<file path="src/rtl/acc_alu.sv">
// acc_alu: accumulator datapath -- ACC register, 4-op ALU, registered zero flag,
// sticky illegal-select flag and a combinational system-bus drive path.
// Optional build macro ACC_ALU_FLAGS_EN adds registered carry/borrow (c_flag)
// and sign (n_flag) outputs that update together with acc_q.
module acc_alu #(
   parameter int WORD_W = 10
) (
   input  logic              clock,
   input  logic              n_reset,
   input  logic              load_ACC,
   input  logic              ALU_ACC,
   input  logic              ALU_add,
   input  logic              ALU_sub,
   input  logic              ALU_xor,
   input  logic              ALU_xnor,
   input  logic              ACC_bus,
   input  logic [WORD_W-1:0] sysbus_in,
   output logic [WORD_W-1:0] sysbus_out,
   output logic              sysbus_drive,
   output logic [WORD_W-1:0] acc_q,
   output logic              z_flag,
`ifdef ACC_ALU_FLAGS_EN
   output logic              c_flag,
   output logic              n_flag,
`endif
   output logic              op_error
);

   logic [WORD_W-1:0] alu_res;
   logic [WORD_W-1:0] acc_d;
   logic              z_q, z_d;
   logic              op_err_q, op_err_d;
   logic              multi_sel;
`ifdef ACC_ALU_FLAGS_EN
   logic [WORD_W:0]   sum_w;
   logic              alu_c;
   logic              c_q, c_d;
   logic              n_q, n_d;
`endif

   // ALU: fixed priority add > sub > xor > xnor, pass-through of the bus when idle
   always_comb begin
      alu_res = sysbus_in;
      if (ALU_add)       alu_res = acc_q + sysbus_in;
      else if (ALU_sub)  alu_res = acc_q - sysbus_in;
      else if (ALU_xor)  alu_res = acc_q ^ sysbus_in;
      else if (ALU_xnor) alu_res = ~(acc_q ^ sysbus_in);
   end

`ifdef ACC_ALU_FLAGS_EN
   // Carry-out of add / borrow of sub; logic ops and bus pass-through clear it
   always_comb begin
      sum_w = {1'b0, acc_q} + {1'b0, sysbus_in};
      alu_c = 1'b0;
      if (ALU_add)      alu_c = sum_w[WORD_W];
      else if (ALU_sub) alu_c = (acc_q < sysbus_in);
   end
`endif

   // More than one op select is a sequencer bug; flagged but the priority result is still used
   assign multi_sel = (ALU_add & (ALU_sub | ALU_xor | ALU_xnor)) |
                      (ALU_sub & (ALU_xor | ALU_xnor)) |
                      (ALU_xor & ALU_xnor);

   // Next-state: everything holds unless load_ACC; zero flag tracks the value being loaded
   always_comb begin
      acc_d    = acc_q;
      z_d      = z_q;
      op_err_d = op_err_q;
`ifdef ACC_ALU_FLAGS_EN
      c_d      = c_q;
      n_d      = n_q;
`endif
      if (load_ACC) begin
         acc_d = ALU_ACC ? alu_res : sysbus_in;
         z_d   = (acc_d == '0);
         if (ALU_ACC && multi_sel) op_err_d = 1'b1;
`ifdef ACC_ALU_FLAGS_EN
         c_d   = ALU_ACC ? alu_c : 1'b0;
         n_d   = acc_d[WORD_W-1];
`endif
      end
   end

   // State registers; async reset leaves ACC zero, so z_flag resets high
   always_ff @(posedge clock or negedge n_reset) begin
      if (!n_reset) begin
         acc_q    <= '0;
         z_q      <= 1'b1;
         op_err_q <= 1'b0;
`ifdef ACC_ALU_FLAGS_EN
         c_q      <= 1'b0;
         n_q      <= 1'b0;
`endif
      end else begin
         acc_q    <= acc_d;
         z_q      <= z_d;
         op_err_q <= op_err_d;
`ifdef ACC_ALU_FLAGS_EN
         c_q      <= c_d;
         n_q      <= n_d;
`endif
      end
   end

   // Bus drive is same-cycle so the sequencer can store ACC to MDR in one state
   assign sysbus_out   = ACC_bus ? acc_q : '0;
   assign sysbus_drive = ACC_bus;
   assign z_flag       = z_q;
   assign op_error     = op_err_q;
`ifdef ACC_ALU_FLAGS_EN
   assign c_flag       = c_q;
   assign n_flag       = n_q;
`endif

endmodule

</file>
<file path="config.mk">
export PLATFORM = sky130hd
export DESIGN_NAME = acc_alu
export DESIGN_NICKNAME = d
export VERILOG_FILES = /design/src/rtl/acc_alu.sv
export SDC_FILE = /design/constraint.sdc
export NUM_CORES = 1
export LEC_CHECK = 0
export CAP_MARGIN = 20
export CORE_UTILIZATION = 30
export CTS_CLUSTER_SIZE = 25
export DETAILED_ROUTE_END_ITERATION = 12
export HOLD_SLACK_MARGIN = 0.15
export SKIP_LAST_GASP = 1
export SLEW_MARGIN = 20
export SYNTH_ARGS = -nofsm -noshare
export SYNTH_HDL_FRONTEND = slang
export SYNTH_SLANG_ARGS = --single-unit
</file>
<file path="constraint.sdc">
create_clock -name clock -period 2.99 [get_ports clock]
set_input_delay 0.598 -clock clock [delete_from_list [all_inputs] [get_ports clock]]
set_output_delay 0.598 -clock clock [all_outputs]
set_load 0.01 [all_outputs]
</file>
**After elaboration in Yosys (flattened, before gate mapping)**

Cells that the tools add are included.

- Add/subtract/negate cells: 2
- Multipliers: 0
- Div/mod/pow operators: 0
- Magnitude comparators: 0
- Eq/ne operators: 0
- Shifts and indexed selects: 0
- Multiplexer cells: 6
- Bitwise operators: 10
- Reduce and logical (&&, ||, !) cells: 3

Operators with widths:

| cell | count |
|---|---|
| 10-bit two-way mux | 6 |
| 10-bit adder | 1 |
| 10-bit zero test | 1 |
| 10-bit NOT | 1 |
| 10-bit subtractor | 1 |
| 10-bit bitwise XOR | 1 |
| 1-bit bitwise OR | 5 |
| 1-bit AND | 3 |
| 2-bit AND reduction | 1 |
| 1-bit logical AND | 1 |

- Flip-flop bits (word level): 12
- Latch bits: 0
- RAM bits: 0
- Bits in read-only memories: 0
- Input port bits: 19
- Output and inout bits: 23
- Memories: 0

**Logic depth before layout (Yosys ltp)**

Gate-level depths: netlist (run 1).

- Word-level depth: 8
- Depth in mapped cells: 10

**Worst setup path before layout (run 1)**

Ideal clock, no wire load.

- Path type: in2reg
- Start: in sysbus_in[0]
- End: reg z_q, in the netlist z_flag
- Library setup time: 0.097 ns
- Data arrival time: 2.714 ns
- Data required time: 2.893 ns
- Slack: 0.179 ns
- Stages on the path: 9
- Buffers on the path: 0
- Cell sequence: ha_1 -> fa_1 -> nand2b_1 -> a211oi_2 -> o311ai_0 -> o311a_2 -> a32oi_2 -> or4b_1 -> o41ai_2

- Word-level cells in the longest chain between the ends: 8

Ends and longest elaborated chain:

| element | RTL line | RTL |
|---|---|---|
| start: declaration | 17 | `input logic [WORD_W-1:0] sysbus_in,` |
| parallel branches: the longest is 6 deep, another holds 10-bit subtractor | - |  |
| 10-bit two-way mux * | 75 | `acc_d = ALU_ACC ? alu_res : sysbus_in;` |
| 10-bit zero test * | 76 | `z_d = (acc_d == '0);` |
| end signal: assignment | 97 | `z_q <= z_d;` |
| end: declaration | 31 | `logic z_q, z_d;` |

Mark *: on every way between the ends.
A chain may end at the register's enable or synchronous reset.

**Worst setup path after layout (run 1)**

- Start: in sysbus_in[6]
- End: reg z_q, in the netlist z_flag

Same word-level chain as after synthesis.

==> flow_metrics.tcl, run 1 <==
set metrics [dict create \
    powerDensity_mw_per_mm2 467 \
    required_ps 3130 \
    cts-buffers-inserted 3 \
    grt_util_met3_pct 0.890 \
    vias_per_cell 5.32 \
    rows 29 \
    pwr-share-comb_pct 70.4 \
    nNetsFinal 384 \
    synth-seq-cells 12 \
    wl_per_cell_um 15.2 \
    r2r_setup_slack_ps 180 \
    synth_edf_count 0 \
    whs_ps 479 \
    clk_pin_slew_ps 50 \
    clock_latency_ps 240 \
    routabilityCongestion 0.913 \
    io_buffers 41 \
    routed_wirelength_um 6380 \
    layout_commonest_cell "buf_4" \
    netlist_area_mm2 0.00200 \
    cts_tree "done" \
    ant_nets 0 \
    drive_gt1_share_pct 31.7 \
    synth_area_per_cell_um2 7.85 \
    die_area_mm2 0.00700 \
    p_sw_w 0.000571 \
    yosysSeqAreaShare_pct 15.1 \
    vias 2240 \
    fmax_ghz 0.346 \
    slew_headroom_pct 62.7 \
    utilization_pct 47.2 \
    seq_power_share_pct 17.2 \
    areaGrowthSynthToFinish_pct 50.7 \
    grt_overflow 0 \
    track_usage_pct 17.9 \
    clock_path_buffers 2 \
    cts_num_sinks 12 \
    mostFrequentLayoutCells "61 x buf_4, 35 x clkdlybuf4s50_1, 21 x nand2_1, 21 x a21oi_1, 19 x nor2_1" \
    synthArstFlopShare_pct 100 \
    clock-root-buffer "clkbuf_8" \
    power.total_w 0.00141 \
    syn_inst 255 \
    tightest_slew_ps 558 \
    setup_violations 0 \
    grt_max_degree 19 \
    initial_core_util_pct 31.3 \
    power_leakage_nw 1.33 \
    yosysUniqueCellTypes 61 \
    syn_nets 294 \
    finalMaxSlewViolations 0 \
    p_sw_share_pct 40.5 \
    first_pass_iters 4 \
    io_pins 42 \
    ir_worst_vdd_mv 0.385 \
    cp.arrival_ps 3030 \
    fin_crit_sh_pct 96.5 \
    post-route-drc-count 0 \
    dp.cells 412 \
    layout_setup_ws_ps 104 \
    yosys_most_used_dff "dfrtp_1" \
    die_height_um 83.7 \
    top_usage_layer "met2" \
    hpwl_um 5100 \
    antenna_found_initial 0 \
    fin_cells 421 \
    die_w_um 83.7 \
    met1_usage_pct 24.5 \
    num_antenna_cells 0 \
    clock_skew_ps 4.28 \
    p_clk_share_pct 12.4 \
    use_met2_pct 31.3 \
    core_mm2 0.00639 \
    crit_type "input pin to register" \
    hold_buffers 0 \
    endpoint_kind "register" \
    slowest_stage "clkdlybuf4s50_1" \
    yosysWarnings 0 \
    grt_pass1_wl_um 10200 \
    grt_pass1_vias 2109 \
    internal_power_w 0.000839 \
    drtIter0Drc 93 \
    htreeDepth 1 \
    setup.worst_path.start_class "input pin" \
    dpl_worst_slack_ps -526 \
    outcome "complete, no violations" \
    fin_crit_ps 2890 \
    cp_max_fo 6 \
    critPathMaxStageDelay_ps 480 \
    hold_class "register to register" \
    finalHoldViolCount 0 \
    path_cells "clkdlybuf4s50_1 -> inv_1 -> ha_4 -> nand2_1 -> o211a_1 -> a21oi_1 -> o311a_2 -> a32oi_2 -> or4b_4 -> o41ai_2" \
    max_cap_viol_count 0 \
]
[state kept, by name (all words and copies together) (netlist names)]
register  flops
acc_q        10
z_flag        1
op_error      1
[area by class of cell]
cell class	count	area [um^2]
sequential	12	302
inverter	22	82.6
multi-input combinational	204	1610
fill	613	3370
tap	77	96.3
timing repair buffer	102	872
clock buffer	4	55.1
[power by group through the flow]
stage	Clock [W]	Combinational, W	Sequential, W
after floorplan	0	0.000522	0.000232
after global placement	0	0.000880	0.000235
after detailed placement	0	0.000885	0.000237
after CTS	0.000180	0.000922	0.000237
after global routing	0.000189	0.00108	0.000247
final	0.000175	0.000993	0.000242
[worst max-delay path: cells and delay by family]
kind	cells	cell delay, ps
AOI/OAI and AO/OA	5	1040
adders and majority gates	1	270
buffers and inverters	2	570
and+or+nand+nor	2	550
[cells in the mapped netlist, drive strengths merged, types with 3 or more instances]
cell type	n	area, um^2
a21oi	21	105
xnor2	8	70.1
nand2	21	78.8
a221oi	4	70.1
o22ai	3	18.8
ha	18	225
o21ai	16	80.1
dfrtp	11	275
or2	3	18.8
buf	8	51.3
nor3	7	35.0
o21a	4	30.0
nor2	20	75.1
o311ai	3	26.3
o31ai	3	22.5
and2	10	62.6
mux2	5	56.3
nand2b	5	31.3
inv	22	82.6
o211ai	6	45.0
nand3	5	25.0
clkbuf	9	83.8
[metrics by stage]
stage                     setup TNS [ps]  instance area (um^2)
after floorplan                        0                  2000
after global placement             -1320                  2790
after detailed placement           -1510                  2790
after CTS                          -32.6                  2900
after global routing               -14.1                  3020
final                                  0                  3020
[worst paths after layout]
check / from / endpoint / depth (start not counted)
setup reg to reg: acc_q[0] / z_flag / 10
min in group asynchronous: n_reset / acc_q[3] / 1
max in group asynchronous: n_reset / z_flag / 1
hold / removal: op_error / op_error / 1
hold reg to reg: op_error / op_error / 1
setup / recovery: sysbus_in[6] / z_flag / 10
[logic make-up (layout without fill, tap and decap cells)]
kind of cell / Yosys count / after routing / share of synthesized area (%)
buf+inv: 39 / 128 / 10.9
mux: 6 / 6 / 3.31
xor+xnor: 8 / 8 / 3.50
simple gates: 83 / 83 / 20.7
compound gates: 86 / 86 / 32.8
fa+ha+maj: 21 / 21 / 13.8
flops: 12 / 12 / 15.1
[timing repair]
item / CTS / global route
endpoints found under the setup margin: 3 / 3
pin swaps: 4 / 13
buffers inserted: 0 / 5
resized for setup: 12 / 27
[routing by layer]
layer / wire (um) / part of all wire [%] / vias up
met5: 0 / 0 / -
met4: 73 / 1.1 / 0
met3: 288 / 4.5 / 8
met2: 3170 / 50 / 53
met1: 2850 / 45 / 1072
li1: - / - / 1107
Power figures use the tool's default switching activity.
==> run 2, diff against run 1 <==
--- a/config.mk
+++ b/config.mk
@@ -6,6 +6,7 @@
 export NUM_CORES = 1
 export LEC_CHECK = 0
 export CAP_MARGIN = 20
+export CORE_MARGIN = 2
 export CORE_UTILIZATION = 30
 export CTS_CLUSTER_SIZE = 25
 export DETAILED_ROUTE_END_ITERATION = 12
==> flow_metrics.tcl, run 2 (synthesis results as in run 1) <==
set metrics [dict create \
    grt_pass1_wl_um 10500 \
    die_w_um 85.7 \
    grt_max_degree 21 \
    clock-root-buffer "clkbuf_8" \
    endpoint_kind "register" \
    p_clk_share_pct 10.7 \
    fmax_ghz 0.342 \
    p_sw_share_pct 40.9 \
    core_mm2 0.00639 \
    initial_core_util_pct 31.3 \
    fin_cells 424 \
    wl_per_cell_um 15.2 \
    fin_crit_sh_pct 97.9 \
    tightest_slew_ps 572 \
    outcome "complete, no violations" \
    layout_setup_ws_ps 64.3 \
    hold_buffers 0 \
    hold_class "register to register" \
    powerDensity_mw_per_mm2 465 \
    regMostFlops "acc_q" \
    clock_latency_ps 240 \
    cp.arrival_ps 3070 \
    routed_wirelength_um 6460 \
    mostFrequentLayoutCells "61 x buf_4, 35 x clkdlybuf4s50_1, 21 x nand2_1, 21 x a21oi_1, 19 x nor2_1" \
    cts_num_sinks 12 \
    io_pins 42 \
    clock_skew_ps 2.63 \
    vias 2224 \
    ir_worst_vdd_mv 0.269 \
    seq_power_share_pct 16.6 \
    vias_per_cell 5.25 \
    largest_reg_flops 10 \
    finalHoldViolCount 0 \
    p_sw_w 0.000582 \
    first_pass_iters 4 \
    cp_max_fo 4 \
    io_buffers 41 \
    internal_power_w 0.000841 \
    clock_path_buffers 2 \
    cts-buffers-inserted 3 \
    power.total_w 0.00142 \
    fin_crit_ps 2930 \
    track_usage_pct 17.9 \
    nNetsFinal 387 \
    setup_violations 0 \
    areaGrowthSynthToFinish_pct 53.1 \
    layout_commonest_cell "buf_4" \
    clk_pin_slew_ps 50 \
    cts_tree "done" \
    power_leakage_nw 1.33 \
    num_antenna_cells 0 \
    stdcell_area_mm2 0.00306 \
    post-route-drc-count 0 \
    drive_gt1_share_pct 32.6 \
    dpl_worst_slack_ps -511 \
    hpwl_um 5060 \
    required_ps 3140 \
    rows 29 \
    pwr-share-comb_pct 72.7 \
    setup.worst_path.start_class "input pin" \
    routabilityCongestion 0.902 \
    die_area_mm2 0.00734 \
    antenna_found_initial 0 \
    drtIter0Drc 160 \
    die_height_um 85.7 \
    slew_headroom_pct 61.7 \
    dp.cells 410 \
    place_area_mm2 0.00280 \
    htreeDepth 1 \
    ant_nets 0 \
    grt_pass1_vias 2114 \
    finalMaxSlewViolations 0 \
    max_cap_viol_count 0 \
    grt_overflow 0 \
    crit_type "input pin to register" \
]
run 2: per-stage QoR:
| stage | utilization (%) | TNS [ps] | hold WS [ps] |
|---|---|---|---|
| 2_1_floorplan | - | 0 | 302 |
| 3_3_place_gp | 43.9 | -1500 | 479 |
| 3_5_place_dp | 43.9 | -1530 | 468 |
| 4_1_cts | 47.0 | 0 | 487 |
| 5_1_grt | 48.0 | -4.96 | 510 |
| 6_report | 48.0 | 0 | 483 |
run 2: power groups by stage:
stage / registers [W] / clock network, W / logic [W]
final: 0.000237 / 0.000152 / 0.00103
after global routing: 0.000242 / 0.000166 / 0.00112
after CTS: 0.000235 / 0.000158 / 0.000986
after detailed placement: 0.000231 / 0 / 0.000888
after global placement: 0.000230 / 0 / 0.000883
after floorplan: 0.000232 / 0 / 0.000522
run 2: metal layers:
layer / vias up / share of wire, % / global-route usage, %
met5: - / 0 / 0
met4: 0 / 1.1 / 3.90
met3: 9 / 5.2 / 1.54
met2: 69 / 48 / 31.3
met1: 1037 / 46 / 23.9
li1: 1109 / - / -
run 2: worst paths after layout:
path	from	to	slack, ps	depth (start not counted)
worst max register to register	acc_q[0]	z_flag	200	10
worst min register to register	op_error	op_error	480	1
worst min-delay path	op_error	op_error	480	1
worst max-delay path	sysbus_in[3]	z_flag	60	10
min in group asynchronous	n_reset	acc_q[7]	710	1
max in group asynchronous	n_reset	z_flag	1920	1
run 2: cell type report:
| cell class | count | area, um^2 |
|---|---|---|
| Inverter | 22 | 82.6 |
| Sequential cell | 12 | 302 |
| Multi-Input combinational cell | 204 | 1620 |
| Clock buffer | 4 | 45.0 |
| Tap cell | 77 | 96.3 |
| Timing Repair Buffer | 105 | 917 |
| Fill cell | 612 | 3320 |
run 2: timing repair:
action | CTS | global route
resized for setup | 25 | 14
buffers inserted | 7 | 3
setup endpoints to repair | 3 | 3
pin swaps | 13 | 11
run 2: critical path: stages:
cell and delay (ps):
clkdlybuf4s50_1 480, inv_1 90, ha_4 300, nor2_2 60, a211oi_4 350, o311ai_2 140, o311a_2 150, a32oi_2 220
or4b_4 480, o41ai_2 210
==> run 3, diff against run 2 <==
--- a/config.mk
+++ b/config.mk
@@ -12,7 +12,7 @@
 export DETAILED_ROUTE_END_ITERATION = 12
 export HOLD_SLACK_MARGIN = 0.15
 export SKIP_LAST_GASP = 1
-export SLEW_MARGIN = 20
+export SLEW_MARGIN = 10
 export SYNTH_ARGS = -nofsm -noshare
 export SYNTH_HDL_FRONTEND = slang
 export SYNTH_SLANG_ARGS = --single-unit
==> results of run 3 <==
Same layout as run 2: the final DEF is identical, and so are final timing and power.
